$ cat src/rtl/p2s_pkg.sv
// Shared definitions for the parallel-to-serial scheduler: FSM encoding and
// default word width / requester count.
package p2s_pkg;

    typedef enum logic [0:0] {
        ST_IDLE  = 1'b0,
        ST_SHIFT = 1'b1
    } state_t;

    localparam int DEF_WIDTH = 8;
    localparam int DEF_NREQ  = 4;

endpackage

$ cat src/rtl/p2s_shift_core.sv
// LSB-first shift register with a wrapping bit counter; last flags bit WIDTH-1.
module p2s_shift_core
    import p2s_pkg::*;
#(
    parameter int WIDTH = DEF_WIDTH
) (
    input  logic             clk,
    input  logic             rst,
    input  logic             load,
    input  logic [WIDTH-1:0] din,
    output logic             bit_out,
    output logic             last
);
    localparam int CW = $clog2(WIDTH);

    logic [WIDTH-1:0] sreg_r;
    logic [CW-1:0]    cnt_r;

    assign last    = (cnt_r == CW'(WIDTH - 1));
    assign bit_out = sreg_r[0];

    // Load restarts the frame at bit 0; otherwise shift right and wrap the count at WIDTH-1
    always_ff @(posedge clk or posedge rst) begin
        if (rst) begin
            sreg_r <= '0;
            cnt_r  <= '0;
        end else if (load) begin
            sreg_r <= din;
            cnt_r  <= '0;
        end else begin
            sreg_r <= sreg_r >> 1;
            if (last) begin
                cnt_r <= '0;
            end else begin
                cnt_r <= cnt_r + CW'(1);
            end
        end
    end

endmodule

$ cat src/rtl/p2s_scheduler.sv
// Round-robin scheduler that grants one requester at a time and streams its
// word LSB-first on sout, chaining frames back-to-back when requests are pending.
module p2s_scheduler
    import p2s_pkg::*;
#(
    parameter int WIDTH = DEF_WIDTH,
    parameter int NREQ  = DEF_NREQ
) (
    input  logic                    clk,
    input  logic                    rst,
    input  logic [NREQ-1:0]         req,
    input  logic [NREQ*WIDTH-1:0]   data,
    output logic [NREQ-1:0]         gnt,
    output logic                    sout,
    output logic                    sout_valid,
    output logic                    sout_first,
    output logic [$clog2(NREQ)-1:0] owner,
    output logic                    busy
);
    localparam int IW = $clog2(NREQ);

    state_t           state_r;
    state_t           state_next_s;
    logic [IW-1:0]    last_grant_r;
    logic [IW-1:0]    owner_r;
    logic [IW-1:0]    win_s;
    logic             win_found_s;
    logic             load_s;
    logic             first_r;
    logic             bit_s;
    logic             last_s;
    logic [WIDTH-1:0] din_s;
    logic [NREQ-1:0]  gnt_s;

    // Round-robin pick: scan downwards so the nearest requester after last_grant wins
    always_comb begin
        win_s       = '0;
        win_found_s = 1'b0;
        for (int k = NREQ; k >= 1; k--) begin
            if (req[(int'(last_grant_r) + k) % NREQ]) begin
                win_s       = IW'((int'(last_grant_r) + k) % NREQ);
                win_found_s = 1'b1;
            end
        end
    end

    assign din_s = data[int'(win_s)*WIDTH +: WIDTH];

    // Next state and grant; grants only from IDLE or on the last bit of a frame
    always_comb begin
        state_next_s = state_r;
        load_s       = 1'b0;
        case (state_r)
            ST_IDLE: begin
                if (win_found_s) begin
                    load_s       = 1'b1;
                    state_next_s = ST_SHIFT;
                end else begin
                    state_next_s = ST_IDLE;
                end
            end
            ST_SHIFT: begin
                if (last_s && win_found_s) begin
                    load_s       = 1'b1;
                    state_next_s = ST_SHIFT;
                end else if (last_s) begin
                    state_next_s = ST_IDLE;
                end else begin
                    state_next_s = ST_SHIFT;
                end
            end
            default: begin
                state_next_s = ST_IDLE;
            end
        endcase
        // gnt is combinational, so reset must mask it without waiting for an edge
        if (load_s && !rst) begin
            gnt_s = {{(NREQ-1){1'b0}}, 1'b1} << win_s;
        end else begin
            gnt_s = '0;
        end
    end

    // State, arbitration pointer, frame owner and first-bit flag
    always_ff @(posedge clk or posedge rst) begin
        if (rst) begin
            state_r      <= ST_IDLE;
            last_grant_r <= IW'(NREQ - 1);
            owner_r      <= '0;
            first_r      <= 1'b0;
        end else begin
            state_r <= state_next_s;
            first_r <= load_s;
            if (load_s) begin
                last_grant_r <= win_s;
                owner_r      <= win_s;
            end else begin
                last_grant_r <= last_grant_r;
                owner_r      <= owner_r;
            end
        end
    end

    p2s_shift_core #(
        .WIDTH (WIDTH)
    ) u_core (
        .clk     (clk),
        .rst     (rst),
        .load    (load_s),
        .din     (din_s),
        .bit_out (bit_s),
        .last    (last_s)
    );

    assign gnt        = gnt_s;
    assign busy       = (state_r == ST_SHIFT);
    assign sout_valid = busy;
    assign sout_first = first_r;
    assign sout       = busy & bit_s;
    assign owner      = owner_r;

endmodule
$ cat config.mk
export PLATFORM = sky130hd
export DESIGN_NAME = p2s_scheduler
export DESIGN_NICKNAME = d
export VERILOG_FILES = /design/src/rtl/p2s_pkg.sv /design/src/rtl/p2s_shift_core.sv /design/src/rtl/p2s_scheduler.sv
export SDC_FILE = /design/constraint.sdc
export NUM_CORES = 1
export LEC_CHECK = 0
export CAP_MARGIN = 10
export CORE_MARGIN = 2
export CORE_UTILIZATION = 40
export DETAILED_ROUTE_END_ITERATION = 12
export PLACE_DENSITY_LB_ADDON = 0.05
export RECOVER_POWER = 25
export SLEW_MARGIN = 20
export SYNTH_ARGS = -nofsm -noshare
export SYNTH_HDL_FRONTEND = slang
export SYNTH_SLANG_ARGS = --single-unit
export TNS_END_PERCENT = 10
$ cat constraint.sdc
create_clock -name clk -period 2.13 [get_ports clk]
set_input_delay 0.213 -clock clk [delete_from_list [all_inputs] [get_ports clk]]
set_output_delay 0.213 -clock clk [all_outputs]
set_load 0.005 [all_outputs]
==> results.yml, run 1 <==
outcome:
  status: "complete, no violations"
place:
  dpl.hpwl_um: 2100
  preCtsSetupSlack_ns: -0.308
  port_buffers: 47
  gp_congestion: 0.824
clocking:
  ctsLongestPathBuffers: 2
  clkTransAtPathRegs_ns: 0.11
  clkLatencyLatePin_ns: 0.29
  cts_made_buffers: 3
  h-tree-depth: 1
  clock-sinks: 17
  tritoncts: "yes"
  holdBufCountCts: 0
  cts_root_buf: "clkbuf_4"
worst_setup_path:
  crit_fanout: 3
  crit_chain: "or3b_2 -> o311ai_4 -> nand2_2 -> nor3_2 -> clkdlybuf4s15_1"
  endpoint: "gnt[1]"
  critical_path_class: "reg -> out"
  cp_num_buf_inv: 1
  crit_arrival_ns: 1.79
  setup.worst_path.start_class: "register"
  crit_start: "last_grant_r[1]"
  slowest_delay_ns: 0.50
  reg2reg_to: "u_core.sreg_r[1]"
  r2r_cells: 7
  path_depth: 5
  required_ns: 1.92
  cp_slowest_cell: "or3b_2"
  reg2reg_from: "last_grant_r[0]"
  reg2reg_slack_ns: 0.30
  end_kind: "output port"
  crit_family: "simple AND/OR/NAND/NOR gates"
timing:
  fin_ws_ns: 0.131
  setup_violations: 0
  rsz0062_at_grt: "no"
  relSlewSlack_pct: 37.9
  whs_ns: 0.432
  tightest_slew_ns: 0.931
  period_needed_ns: 2.00
  slew_violations: 0
  fin_skew_ns: 0.00363
  fin_crit_sh_pct: 93.9
  finalHoldViolations: 0
  fmax_mhz: 500
synthesis:
  yosys_warnings: 0
  syn-num-nets: 147
  avgSynthCellArea_sq_um: 9.60
  synthesis.instances: 107
  ys_seq_area_share_pct: 41.7
  synth_cell_types: 31
  synthesis.area_sq_mm: 0.00103
  synth-seq-cells: 17
die:
  ioPinCount: 48
  row_count: 18
  fp.coreArea_sq_mm: 0.00245
  die_y_um: 54.7
  die_w_um: 54.7
  dieArea_sq_mm: 0.00299
  start_util_pct: 41.8
pwr:
  powerDensity_mw_per_mm2: 987
  irDropWorstVdd_mv: 0.702
  p_leak_nw: 0.730
detailed_routing:
  finalWirelength_um: 2780
  dr_total_vias: 1021
  dr.pass1.iters: 5
  route.met2.wl_um: 1420
  via_per_inst: 5.18
  drt_iter0_markers: 16
  met3_length_um: 190
  wl_met1_um: 1150
  wl_per_cell_um: 14.1
  drt_drc_violations_left: 0
  ant_nets: 0
  top_layer: "met4"
cells_and_area:
  multi_input_area_sq_um: 572
  antenna_cells: 0
  seq_area_sq_um: 428
  nFillCells: 208
  final_nets: 208
  area_delta_synth_final_pct: 62.1
  drive_gt1_share_pct: 22.8
grt:
  grt_pass1_vias: 1044
  grt_max_degree: 18
  antenna_found_initial: 0
  grt-ovfl-total: 0
  grt_first_pass_wirelength_um: 4470
  track_usage_pct: 21.3
min_path:
  hold_path_class: "in -> reg"
run:
  drv_cap: 0
-- synth_stat cells --
| cell type | instances | area (sq um) |
|---|---|---|
| or3b_2 | 1 | 8.76 |
| nand2_2 | 1 | 6.26 |
| a21oi_1 | 2 | 10.0 |
| and3_1 | 3 | 18.8 |
| nor2_1 | 12 | 45.0 |
| o22ai_1 | 1 | 6.26 |
| a21o_1 | 1 | 7.51 |
| buf_6 | 1 | 11.3 |
| nor3b_1 | 1 | 7.51 |
| a211oi_1 | 14 | 105 |
| nor3_1 | 3 | 15.0 |
| buf_12 | 1 | 20.0 |
| o21ai_0 | 2 | 10.0 |
| nor2b_1 | 4 | 25.0 |
| clkbuf_1 | 1 | 3.75 |
| o21ai_2 | 1 | 8.76 |
| o311ai_1 | 1 | 8.76 |
| or2_2 | 2 | 12.5 |
| buf_4 | 2 | 15.0 |
| inv_1 | 12 | 45.0 |
| dfstp_2 | 2 | 52.6 |
| nor4_1 | 1 | 6.26 |
| mux2i_1 | 9 | 90.1 |
| dfrtp_1 | 15 | 375 |
| and2_1 | 1 | 6.26 |
| a31oi_1 | 7 | 43.8 |
| ha_1 | 2 | 25.0 |
| a21oi_2 | 1 | 8.76 |
| o21ai_4 | 1 | 16.3 |
| and2b_1 | 1 | 7.51 |
| o21ai_1 | 1 | 5.00 |
-- area by class of cell --
type | count | area share (%)
clock buffers | 3 | 1.35
clock inverters | 1 | 0.301
inverters | 12 | 2.70
multi-input cells | 73 | 34.3
flip-flops and latches | 17 | 25.7
well taps | 30 | 2.25
repair buffers | 61 | 33.4
-- report_power, final --
group          internal, W  leakage, nW  switching (W)
registers         0.000468        0.205      0.0000757
logic             0.000492        0.507       0.000430
clock network    0.0000699       0.0177       0.000109
-- logic make-up after synthesis --
kind of cell	share of synthesized area [%]
AOI/OAI and AO/OA	22.4
and+or+nand+nor	15.5
buffers and inverters	9.26
DFF	41.7
muxes	8.77
adders and majority gates	2.44
-- worst reg2reg max path, stage by stage, from the launching register on --
cell	delay, ns
dfstp_2	0.59
nor2b_2	0.07
buf_4	0.14
o21ai_4	0.14
and3_4	0.24
buf_4	0.19
mux2i_1	0.10
a211oi_1	0.26
-- state kept, by name, summed over array words and instances (netlist names) --
signal,flops
u_core.sreg_r,8
sout_first,1
last_grant_r,2
owner,2
u_core.cnt_r,3
busy,1
-- timing repair --
action | CTS | global route
gates cloned | 0 | 0
endpoints found under the hold margin | 0 | 0
buffers inserted | 0 | 0
pin swaps | 2 | 2
endpoints found under the setup margin | 4 | 4
gates resized for setup | 15 | 12
-- layout by cell type, fill, tap and decap left out, types with 2 or more instances in the layout --
master / netlist / layout
dfstp_2: 2 / 2
and3_1: 3 / 2
nor2b_1: 4 / 3
clkbuf_4: 0 / 3
nor3_2: 0 / 2
a31oi_1: 7 / 7
clkbuf_2: 0 / 2
o21ai_0: 2 / 2
inv_1: 12 / 11
buf_4: 2 / 13
ha_4: 0 / 2
dfrtp_1: 15 / 15
nor2_1: 12 / 12
a21oi_1: 2 / 2
clkdlybuf4s50_1: 0 / 41
a211oi_1: 14 / 14
mux2i_1: 9 / 9
-- per-layer routing --
metal,global-route usage (%),up-vias
met1,23.7,478
li1,-,503
met2,38.9,38
met3,6.83,2
met5,0,-
met4,5.00,0
-- stage by stage --
stage | std cells | util (%) | setup TNS [ns] | cell area [sq um] | power (W)
finish | 197 | 67.8 | 0 | 1670 | 0.00164
global route | 197 | 67.8 | 0 | 1670 | 0.00177
CTS | 197 | 67.3 | -0.0142 | 1650 | 0.00164
detailed placement | 193 | 64.8 | -0.987 | 1590 | 0.00139
global placement | 193 | 64.8 | -0.821 | 1590 | 0.00135
floorplan | 107 | - | 0 | 1030 | 0.00105
-- how the worst min path moves through the flow --
stage,to,startpoint,cells past startpoint
after floorplan,busy,rst,1
after global placement,u_core.cnt_r[0],u_core.cnt_r[0],1
after detailed placement,u_core.cnt_r[0],u_core.cnt_r[0],1
after CTS,u_core.sreg_r[0],rst,3
after global routing,busy,req[1],3
final,busy,req[1],3
No activity file was read; power rests on OpenSTA's default activity.
==> run 2: changes to the inputs <==
- RECOVER_POWER: 25 -> 50
- clock period: 2.13 -> 2.2 ns (I/O delays scaled with it)
==> results.yml, run 2 (synthesis gave the netlist of run 1 again) <==
detailed_routing:
  drt_drc_violations_left: 0
  wl_per_cell_um: 14.5
  dr_total_vias: 1032
  met3_length_um: 220
  dr.pass1.iters: 4
  via_per_inst: 5.24
  ant_nets: 0
  route.met2.wl_um: 1420
  finalWirelength_um: 2860
  drt_iter0_markers: 27
  top_layer: "met4"
  wl_met1_um: 1200
timing:
  whs_ns: 0.450
  fin_skew_ns: 0.00543
  setup_violations: 0
  period_needed_ns: 2.08
  finalHoldViolations: 0
  final.setup.tns_ns: 0
  slew_violations: 0
  fmax_mhz: 482
  relSlewSlack_pct: 37.6
  rsz0062_at_grt: "yes"
  tightest_slew_ns: 0.936
  fin_crit_sh_pct: 94.4
worst_setup_path:
  crit_arrival_ns: 1.86
  required_ns: 1.98
  reg2reg_to: "u_core.sreg_r[1]"
  critical_path_class: "reg -> out"
  end_kind: "output port"
  crit_fanout: 6
  cp_slowest_cell: "dfstp_2"
  crit_chain: "nor2b_2 -> buf_4 -> o21ai_4 -> and3_4 -> and3_1 -> dlygate4sd2_1"
  reg2reg_from: "last_grant_r[0]"
  r2r_cells: 7
  crit_family: "flip-flops"
  cp_num_buf_inv: 2
  slowest_delay_ns: 0.58
  setup.worst_path.start_class: "register"
  reg2reg_slack_ns: 0.30
min_path:
  whs_endpoint: "busy"
  min-delay-start: "req[1]"
  min_path_cells: 3
  hold_path_class: "in -> reg"
grt:
  grt_first_pass_wirelength_um: 4690
  antenna_found_initial: 0
  track_usage_pct: 22.3
  grt-ovfl-total: 0
  grt_pass1_vias: 1056
  grt_max_degree: 18
pwr:
  seq_power_share_pct: 33.1
  powerDensity_mw_per_mm2: 936
  netSwitchingFraction_pct: 37.4
  p_sw_w: 0.000577
  combPwrFrac_pct: 55.8
  internal-power_w: 0.000966
  finalPower_w: 0.00154
  p_leak_nw: 0.734
  irDropWorstVdd_mv: 0.708
  pwr-share-clk_pct: 11.1
clocking:
  ctsLongestPathBuffers: 2
  cts_root_buf: "clkbuf_4"
  tritoncts: "yes"
  cts_made_buffers: 3
  clkLatencyLatePin_ns: 0.29
  h-tree-depth: 1
  clock-sinks: 17
  clkTransAtPathRegs_ns: 0.11
cells_and_area:
  layout_common_cells: "42 x clkdlybuf4s50_1, 15 x dfrtp_1, 14 x a211oi_1, 13 x buf_4, 12 x nor2_1"
  area_delta_synth_final_pct: 60.4
  largest_reg_flops: 8
  largest-register: "u_core.sreg_r"
  final_nets: 208
  antenna_cells: 0
  final_area_sq_mm: 0.00165
  layout_commonest_cell: "clkdlybuf4s50_1"
  biggestRegsByFlops: "u_core.sreg_r: 8 flops, u_core.cnt_r: 3 flops"
  nFillCells: 220
  drive_gt1_share_pct: 21.0
  utilization_pct: 67.1
place:
  place_area_sq_mm: 0.00158
  port_buffers: 47
  dpl.hpwl_um: 2100
  gp_congestion: 0.819
die:
  dieArea_sq_mm: 0.00299
  ioPinCount: 48
  fp.coreArea_sq_mm: 0.00245
  start_util_pct: 41.8
  die_y_um: 54.7
  row_count: 18
  die_w_um: 54.7
run:
  drv_cap: 0
outcome:
  status: "complete, no violations"
run 2: changes by cell type in the layout (fill, tap and decap cells not counted), sizes merged:
cell	before	now
dlygate4sd2	1	3
clkdlybuf4s50	41	42
clkbuf	6	4
dlygate4sd3	1	0
run 2: worst register-to-register path, delay by kind of cell (launching register included):
kind / cells / cell delay, ns
multiplexers: 1 / 0.12
AND/OR/NAND/NOR: 2 / 0.31
AO/OA/AOI/OAI: 2 / 0.42
buffers and inverters: 2 / 0.39
flip-flops: 1 / 0.58
run 2: routing by layer:
layer / up-vias / track usage, %
met5: - / 0
met4: 0 / 3.75
met3: 2 / 6.83
met2: 39 / 38.9
met1: 486 / 27.0
li1: 505 / -
run 2: power by group through the flow:
stage               registers (W)  logic (W)  clock network (W)
detailed placement       0.000515   0.000813                  0
floorplan                0.000503   0.000516                  0
CTS                      0.000510   0.000849           0.000178
finish                   0.000510   0.000861           0.000171
global route             0.000522   0.000965           0.000192
global placement         0.000509   0.000790                  0
run 2: cell type report:
cell class	count	area [sq um]	share of cell area, %
repair buffers	61	563	34.2
multi-input cells	73	547	33.2
flip-flops and latches	17	428	26.0
clock buffers	3	22.5	1.37
clock inverters	1	5.00	0.304
well taps	30	37.5	2.28
inverters	12	45.0	2.73
run 2: what timing repair did:
| action | CTS | global route |
|---|---|---|
| pin swaps | 2 | 2 |
| hold endpoints to repair | 0 | 0 |
| setup buffers | 0 | 1 |
| hold buffers | 0 | 0 |
| gates resized for setup | 14 | 5 |
| setup endpoints to repair | 4 | 4 |
run 2: stage by stage:
stage	std cells	worst slack, ns
2_1_floorplan	107	0.364
3_3_place_gp	192	-0.219
3_5_place_dp	192	-0.236
4_1_cts	196	0.00755
5_1_grt	197	-0.0214
6_report	197	0.123
run 2: worst max path at each step:
stage	start	to	slack, ns	cells after the start
after global routing	u_core.cnt_r[0]	gnt[3]	-0.02	8
after CTS	u_core.cnt_r[0]	gnt[3]	0.008	8
final	last_grant_r[0]	gnt[2]	0.12	6
after global placement	req[1]	gnt[0]	-0.22	6
after detailed placement	req[1]	gnt[0]	-0.24	6
after floorplan	u_core.cnt_r[0]	gnt[2]	0.36	7
